`src/rtl/fetch_queue.sv`:
```
// fetch_queue: circular-buffer instruction fetch queue between the i-cache
// output and the i2d pipeline register. Each entry holds a PC and an
// instruction word; the head entry is presented on out_* and leaves the queue
// on a valid/ready handshake.
//
// Optional feature: define FETCH_QUEUE_BYPASS_EN to let an instruction arriving
// at an empty queue appear on out_* in the same cycle. If the consumer takes
// it in that cycle, it is never written into storage. The default build (macro
// undefined) has no combinational path from push_* to out_*.
module fetch_queue #(
  parameter int DEPTH      = 4,
  parameter int DATA_WIDTH = 32
) (
  input  logic                         clk,
  input  logic                         rst,
  input  logic                         flush,
  input  logic                         push_valid,
  input  logic [DATA_WIDTH-1:0]        push_pc,
  input  logic [DATA_WIDTH-1:0]        push_inst,
  output logic                         push_ready,
  output logic                         out_valid,
  output logic [DATA_WIDTH-1:0]        out_pc,
  output logic [DATA_WIDTH-1:0]        out_inst,
  input  logic                         out_ready,
  output logic [$clog2(DEPTH+1)-1:0]   occupancy
);

  localparam int PTR_W = $clog2(DEPTH);
  localparam int CNT_W = $clog2(DEPTH+1);

  localparam logic [PTR_W-1:0] LAST_PTR = PTR_W'(DEPTH - 1);
  localparam logic [CNT_W-1:0] FULL_CNT = CNT_W'(DEPTH);

  logic [DATA_WIDTH-1:0] r_pcMem   [DEPTH];
  logic [DATA_WIDTH-1:0] r_instMem [DEPTH];
  logic [PTR_W-1:0]      r_rdPtr;
  logic [PTR_W-1:0]      r_wrPtr;
  logic [CNT_W-1:0]      r_count;

  logic                  w_notEmpty;
  logic                  w_bypass;
  logic                  w_pushFire;
  logic                  w_popFire;
  logic [PTR_W-1:0]      w_rdPtrNext;
  logic [PTR_W-1:0]      w_wrPtrNext;
  logic [CNT_W-1:0]      w_countNext;
  logic                  w_outValid;
  logic [DATA_WIDTH-1:0] w_outPc;
  logic [DATA_WIDTH-1:0] w_outInst;

  // Handshake decode: which transfers actually happen this cycle; flush kills both.
  always_comb begin
    w_notEmpty = (r_count != '0);
    push_ready = (r_count != FULL_CNT);
`ifdef FETCH_QUEUE_BYPASS_EN
    w_bypass   = ~rst & ~w_notEmpty & push_valid & ~flush;
`else
    w_bypass   = 1'b0;
`endif
    w_popFire  = w_notEmpty & out_ready & ~flush;
    w_pushFire = push_valid & push_ready & ~flush & ~(w_bypass & out_ready);
  end

  // Next pointer and count values; pointers wrap explicitly from the last slot to 0.
  always_comb begin
    w_rdPtrNext = r_rdPtr;
    w_wrPtrNext = r_wrPtr;
    w_countNext = r_count;
    if (w_popFire) begin
      w_rdPtrNext = (r_rdPtr == LAST_PTR) ? '0 : r_rdPtr + 1'b1;
    end
    if (w_pushFire) begin
      w_wrPtrNext = (r_wrPtr == LAST_PTR) ? '0 : r_wrPtr + 1'b1;
    end
    case ({w_pushFire, w_popFire})
      2'b10:   w_countNext = r_count + 1'b1;
      2'b01:   w_countNext = r_count - 1'b1;
      default: w_countNext = r_count;
    endcase
    if (flush) begin
      w_rdPtrNext = '0;
      w_wrPtrNext = '0;
      w_countNext = '0;
    end
  end

  // Pointer and count state; flush is folded into the next-state values above.
  always_ff @(posedge clk or posedge rst) begin
    if (rst) begin
      r_rdPtr <= '0;
      r_wrPtr <= '0;
      r_count <= '0;
    end else begin
      r_rdPtr <= w_rdPtrNext;
      r_wrPtr <= w_wrPtrNext;
      r_count <= w_countNext;
    end
  end

  // Entry storage: written at the tail on an accepted push, cleared by reset.
  always_ff @(posedge clk or posedge rst) begin
    if (rst) begin
      for (int i = 0; i < DEPTH; i++) begin
        r_pcMem[i]   <= '0;
        r_instMem[i] <= '0;
      end
    end else if (w_pushFire) begin
      r_pcMem[r_wrPtr]   <= push_pc;
      r_instMem[r_wrPtr] <= push_inst;
    end
  end

  // Head presentation: the bypassed word when active, else the stored head, else zeros.
  always_comb begin
    w_outValid = w_notEmpty | w_bypass;
    w_outPc    = '0;
    w_outInst  = '0;
    if (w_bypass) begin
      w_outPc   = push_pc;
      w_outInst = push_inst;
    end else if (w_notEmpty) begin
      w_outPc   = r_pcMem[r_rdPtr];
      w_outInst = r_instMem[r_rdPtr];
    end
    out_valid = w_outValid;
    out_pc    = w_outPc;
    out_inst  = w_outInst;
    occupancy = r_count;
  end

endmodule

```
`config.mk`:
```
export PLATFORM = sky130hd
export DESIGN_NAME = fetch_queue
export DESIGN_NICKNAME = d
export VERILOG_FILES = /design/src/rtl/fetch_queue.sv
export SDC_FILE = /design/constraint.sdc
export NUM_CORES = 1
export LEC_CHECK = 0
export ABC_AREA = 0
export CORE_ASPECT_RATIO = 0.5
export CORE_MARGIN = 2
export CORE_UTILIZATION = 57
export DETAILED_ROUTE_END_ITERATION = 7
export GPL_TIMING_DRIVEN = 1
export PLACE_DENSITY = 0.87
export SYNTH_ARGS = -nofsm -noshare
export SYNTH_HDL_FRONTEND = slang
export SYNTH_SLANG_ARGS = --single-unit
```
`constraint.sdc`:
```
create_clock -name clk -period 13.9 [get_ports clk]
set_input_delay 4.17 -clock clk [delete_from_list [all_inputs] [get_ports clk]]
set_output_delay 4.17 -clock clk [all_outputs]
set_load 0.05 [all_outputs]
```
==> results of run 1 <==
worst paths after layout:
check                      cells past startpoint  slack, ns              to
max                                            4       6.28       out_pc[9]
min                                            1       0.50   r_instMem[88]
max reg2reg                                    8      11.14    occupancy[2]
max in group asynchronous                      3       7.62  r_instMem[126]
min in group asynchronous                      2       4.28   r_instMem[92]
min reg2reg                                    1       0.50   r_instMem[88]
state kept, by name (all words and copies together) (netlist names):
register and count:
r_instMem 128, r_pcMem 128, occupancy 3, r_rdPtr 2, r_wrPtr 2
power by group through the flow:
stage	sequential [mW]	combinational, mW	clock [mW]
finish	1.09	0.686	0.753
global route	1.11	0.730	0.796
CTS	1.09	0.695	0.766
detailed placement	1.10	0.689	0
global placement	1.08	0.668	0
floorplan	1.06	0.536	0
layout make-up:
| cell class | instances | area share |
|---|---|---|
| diodes | 1 | 0.000171 |
| inverters | 3 | 0.00128 |
| repair buffers | 141 | 0.0956 |
| clock inverters | 9 | 0.0118 |
| multi-input cells | 438 | 0.366 |
| clock buffers | 35 | 0.0507 |
| flip-flops and latches | 263 | 0.449 |
| well taps | 300 | 0.0256 |
synthesized netlist by cell type:
cell / number / area, um^2
a211oi_1: 1 / 7.51
fa_1: 1 / 20.0
a21oi_1: 5 / 25.0
ha_1: 5 / 62.6
mux2_4: 60 / 901
nor3_1: 1 / 5.00
a41oi_1: 1 / 8.76
nand2b_1: 1 / 6.26
or3b_2: 1 / 8.76
nand2_1: 9 / 33.8
clkbuf_1: 15 / 56.3
nor3b_1: 1 / 7.51
o21bai_1: 1 / 7.51
buf_12: 6 / 120
buf_2: 7 / 35.0
or3_2: 1 / 7.51
and2_1: 64 / 400
nand3_1: 5 / 25.0
inv_1: 3 / 11.3
or3_1: 3 / 18.8
mux2_2: 196 / 2210
o221ai_1: 1 / 8.76
buf_6: 19 / 214
nand2_8: 4 / 80.1
xnor2_1: 1 / 8.76
and3b_1: 1 / 8.76
o21ai_0: 3 / 15.0
buf_1: 2 / 7.51
dfrtp_1: 263 / 6580
or3b_4: 1 / 11.3
mux4_2: 64 / 1440
and2b_2: 1 / 8.76
a31oi_1: 1 / 6.26
nor2_1: 5 / 18.8
logic make-up after synthesis:
| kind of cell | after synthesis |
|---|---|
| AOI/OAI and AO/OA | 13 |
| xor gates and xnor gates | 1 |
| adders and majority gates | 6 |
| buffers and inverters | 52 |
| DFF | 263 |
| muxes | 320 |
| and+or+nand+nor | 98 |
through the flow:
| stage | area [um^2] | power (mW) | util | hold slack, ns |
|---|---|---|---|---|
| finish | 14700 | 2.53 | 0.682 | 0.500 |
| global route | 14700 | 2.64 | 0.682 | 0.513 |
| CTS | 14700 | 2.55 | 0.682 | 0.503 |
| detailed placement | 13700 | 1.79 | 0.640 | 0.488 |
| global placement | 13700 | 1.75 | 0.640 | 0.481 |
| floorplan | 12400 | 1.59 | - | 0.474 |
per-layer routing:
metal / up-vias / routed length, um / share of wire / track usage
li1: 2998 / - / - / -
met1: 3650 / 10800 / 0.44 / 0.307
met2: 121 / 12500 / 0.51 / 0.391
met3: 33 / 821 / 0.033 / 0.0273
met4: 0 / 437 / 0.018 / 0.0519
met5: - / 0 / 0 / 0
==> results.ini, run 1 <==
[timing]
fmax_mhz=131
tightestPinTransition_ns=1.23
setup_ws_ns=6.28
finClkSkew_ns=0.0165
slew_headroom=0.181
setup_tns_ns=0
final_max_slew_viol_count=0
period_share=0.548
rsz0062_at_grt=no
period_minus_slack_ns=7.62
finalHoldViolCount=0
setup_viol=0

[drt]
ant_nets=0
wl_per_cell_um=20.7
drt-pass1-iter-count=4
drcViolationCount=0
via_per_inst=5.72
drt_iter0_markers=419
routed_wl_um=24600
route.vias.total=6802

[critical_path]
cp.required_ns=9.73
cpLargestDelayFamily=buffers and inverters
worst-path-buf-inv=2
cp-startpoint=r_rdPtr[0]
worstSetupEndpointType=output port
crit_slowest_cell=buf_4
crit_path_max_incr_delay_ns=0.80
cp-start-kind=register
path_max_fanout=51
r2r_start=occupancy[1]
worstPathCellList=buf_4 > mux4_2 > and2_1 > clkdlybuf4s50_1
arrival_ns=3.45
crit_type=register to output port

[floorplan]
dieArea_mm2=0.0230
start_util=0.576
dieHeight_um=108
die_w_um=212
pin_count=138
row_count=38
core_mm2=0.0215

[synthesis]
synth_fa_ha_area_frac=0.00667
synth_top_family_by_area=multiplexers
syn_nets=828
muxShareOfSynthArea=0.367
synth_compound_area_frac=0.00636
ys_seq_elements=263
synth-simple-area-share=0.0517
yosysWarnings=0
synth.distinct_cells=34
syn_area_mm2=0.0124
synthCells=753
synth_xor_area_frac=0.000707
avgSynthCellArea_um2=16.4
ys_seq_area_frac=0.531

[finish]
multiInputGateArea_mm2=0.00536
drive_gt1_frac=0.424
area_growth_pct=18.4
layout_commonest_cell=dfrtp_1
nFillCells=1481
register_area_mm2=0.00659
fin_nets=946
stdcell_count=1190
most-common-layout-cells=dfrtp_1, mux2_2, clkdlybuf4s50_1

[hold_path]
hp-start=r_instMem[88]
min_path_type=register to register

[pwr]
p_sw_uw=706
p_clk_frac=0.298
peakVddDrop_v=0.000112
power_frac_comb=0.271
leakage_nw=6.47
p_per_area_mw_per_mm2=172
p_int_mw=1.82
pwr-share-seq=0.431
switching_share=0.279

[cts]
numCtsBuffers=24
clk_pin_slew_worst_paths_ns=0.06
ctsResizeCount=0
clock_path_buffers=3
cts_root_buffer=clkbuf_16
post_cts_buffers=0
clk-insertion-delay-late_ns=0.52
hold_buffers=0
cts_tree=done
clkSinkCount=263
htreeDepth=1

[grt]
grt_max_degree=169
grt_pass1_wl_um=40400
grt_pass1_vias=7550
overflow=0
grt.total_usage=0.224
antenna_found_initial=1

[job]
cap_viol_max_count=0

[place]
gp_congestion=0.691
hpwl_um=13900
placed_cells_incl_taps=1145
pre_cts_slack_ns=6.76
io_buffer_count=137

[run_status]
outcome=finished, final reports clean

No activity file was read; power rests on OpenSTA's default activity.
==> run 2, diff against run 1 <==
- clock period: 13.9 -> 7.7 ns (I/O delays scaled with it)
==> results.ini, run 2 (synthesized netlist as in run 1, its figures left out) <==
[run_status]
outcome=finished, final reports clean

[drt]
drt_iter0_markers=298
via_per_inst=5.70
drcViolationCount=0
wl_per_cell_um=20.7
drt-pass1-iter-count=4
routed_wl_um=24500
route.vias.total=6757
ant_nets=0

[floorplan]
row_count=38
start_util=0.576
core_mm2=0.0215
dieArea_mm2=0.0230
dieHeight_um=108
die_w_um=212
pin_count=138

[timing]
rsz0062_at_grt=no
setup_viol=0
finClkSkew_ns=0.00742
tightestPinTransition_ns=1.10
slew_headroom=0.266
finalHoldViolCount=0
fmax_mhz=172
period_minus_slack_ns=5.81
setup_ws_ns=1.89
setup_tns_ns=0
final_max_slew_viol_count=0
period_share=0.755

[pwr]
leakage_nw=6.39
p_per_area_mw_per_mm2=300
peakVddDrop_v=0.000158
power.total_mw=4.35

[critical_path]
arrival_ns=3.50
worstPathCellList=buf_4 > mux4_2 > and2_1 > clkdlybuf4s50_1
reg2reg_to=occupancy[1]
regToRegSetupSlack_ns=4.89
cpLargestDelayFamily=buffers and inverters
crit_slowest_cell=dfrtp_4
crit_path_max_incr_delay_ns=0.84
r2r_start=occupancy[0]
rr_worst_depth=7
crit_type=register to output port
cp.required_ns=5.39
path_depth=4
worstSetupEndpointType=output port
cp-start-kind=register
worst-path-buf-inv=2
path_max_fanout=37

[finish]
fin_nets=946
n_antenna_cell=0
most-common-layout-cells=dfrtp_1, mux2_2, clkdlybuf4s50_1
multiInputGateArea_mm2=0.00536
area_growth_pct=17.1
layout_commonest_cell=dfrtp_1
fin_util=0.675
register_area_mm2=0.00659
stdcell_count=1186
nFillCells=1502
drive_gt1_frac=0.416

[grt]
grt_pass1_vias=7542
grt.total_usage=0.221
grt_max_degree=172
grt_pass1_wl_um=40000
antenna_found_initial=0
overflow=0

[cts]
cts_root_buffer=clkbuf_16
clock_path_buffers=3
ctsResizeCount=0
hold_buffers=0
htreeDepth=1
post_cts_buffers=0
clkSinkCount=263
clk-insertion-delay-late_ns=0.50
clk_pin_slew_worst_paths_ns=0.06
numCtsBuffers=23
cts_tree=done

[hold_path]
hp-start=r_instMem[25]
min_path_type=register to register
hold_depth=1
min_to=r_instMem[25]

[place]
io_buffer_count=137
pre_cts_slack_ns=2.36
placed_cells_incl_taps=1146
hpwl_um=14300
gp_congestion=0.727

[job]
cap_viol_max_count=0

[run 2: changes by cell type in the layout (fill, tap and decap cells not counted)]
cell       before  now
clkbuf_8        8    4
diode_2         1    0
clkinv_4        0    1
clkbuf_1        2    7
clkbuf_16      25   23
buf_12          0    1
bufinv_16       5    2
inv_8           1    0
[run 2: worst reg2reg max path: stages (launching register included)]
cell,delay (ns)
dfrtp_1,0.56
or3_2,0.35
buf_4,0.54
nand2_1,0.22
nor3b_1,0.28
fa_1,0.48
a41oi_1,0.19
nor3_1,0.08
[run 2: stage by stage]
stage | hold slack, ns | area, um^2
2_1_floorplan | 0.474 | 12400
3_3_place_gp | 0.481 | 13800
3_5_place_dp | 0.488 | 13800
4_1_cts | 0.502 | 14500
5_1_grt | 0.505 | 14500
6_report | 0.500 | 14500
[run 2: worst max path at each step]
stage / endpoint / startpoint / slack (ns)
finish: out_pc[30] / r_rdPtr[0] / 1.89
global placement: out_pc[2] / r_rdPtr[0] / 2.38
detailed placement: out_pc[2] / r_rdPtr[0] / 2.36
floorplan: occupancy[0] / rst / 1.92
global route: out_pc[2] / r_rdPtr[0] / 1.69
CTS: out_pc[30] / r_rdPtr[0] / 1.81
[run 2: report_power, final]
group	internal, mW	switching [mW]
combinational	0.693	0.533
sequential	1.76	0.216
clock	0.658	0.487
[run 2: final cells by class]
class | count | area share
flip-flops and latches | 263 | 0.454
multi-input cells | 438 | 0.370
repair buffers | 142 | 0.0980
clock buffers | 34 | 0.0453
well taps | 300 | 0.0259
clock inverters | 6 | 0.00578
inverters | 3 | 0.00104
[run 2: routing by layer]
metal	vias to the layer above	routed length, um	part of all wire	track usage
met5	-	0	0	0
met4	0	457	0.019	0.0470
met3	35	819	0.033	0.0360
met2	106	12500	0.51	0.389
met1	3629	10700	0.44	0.295
li1	2987	-	-	-
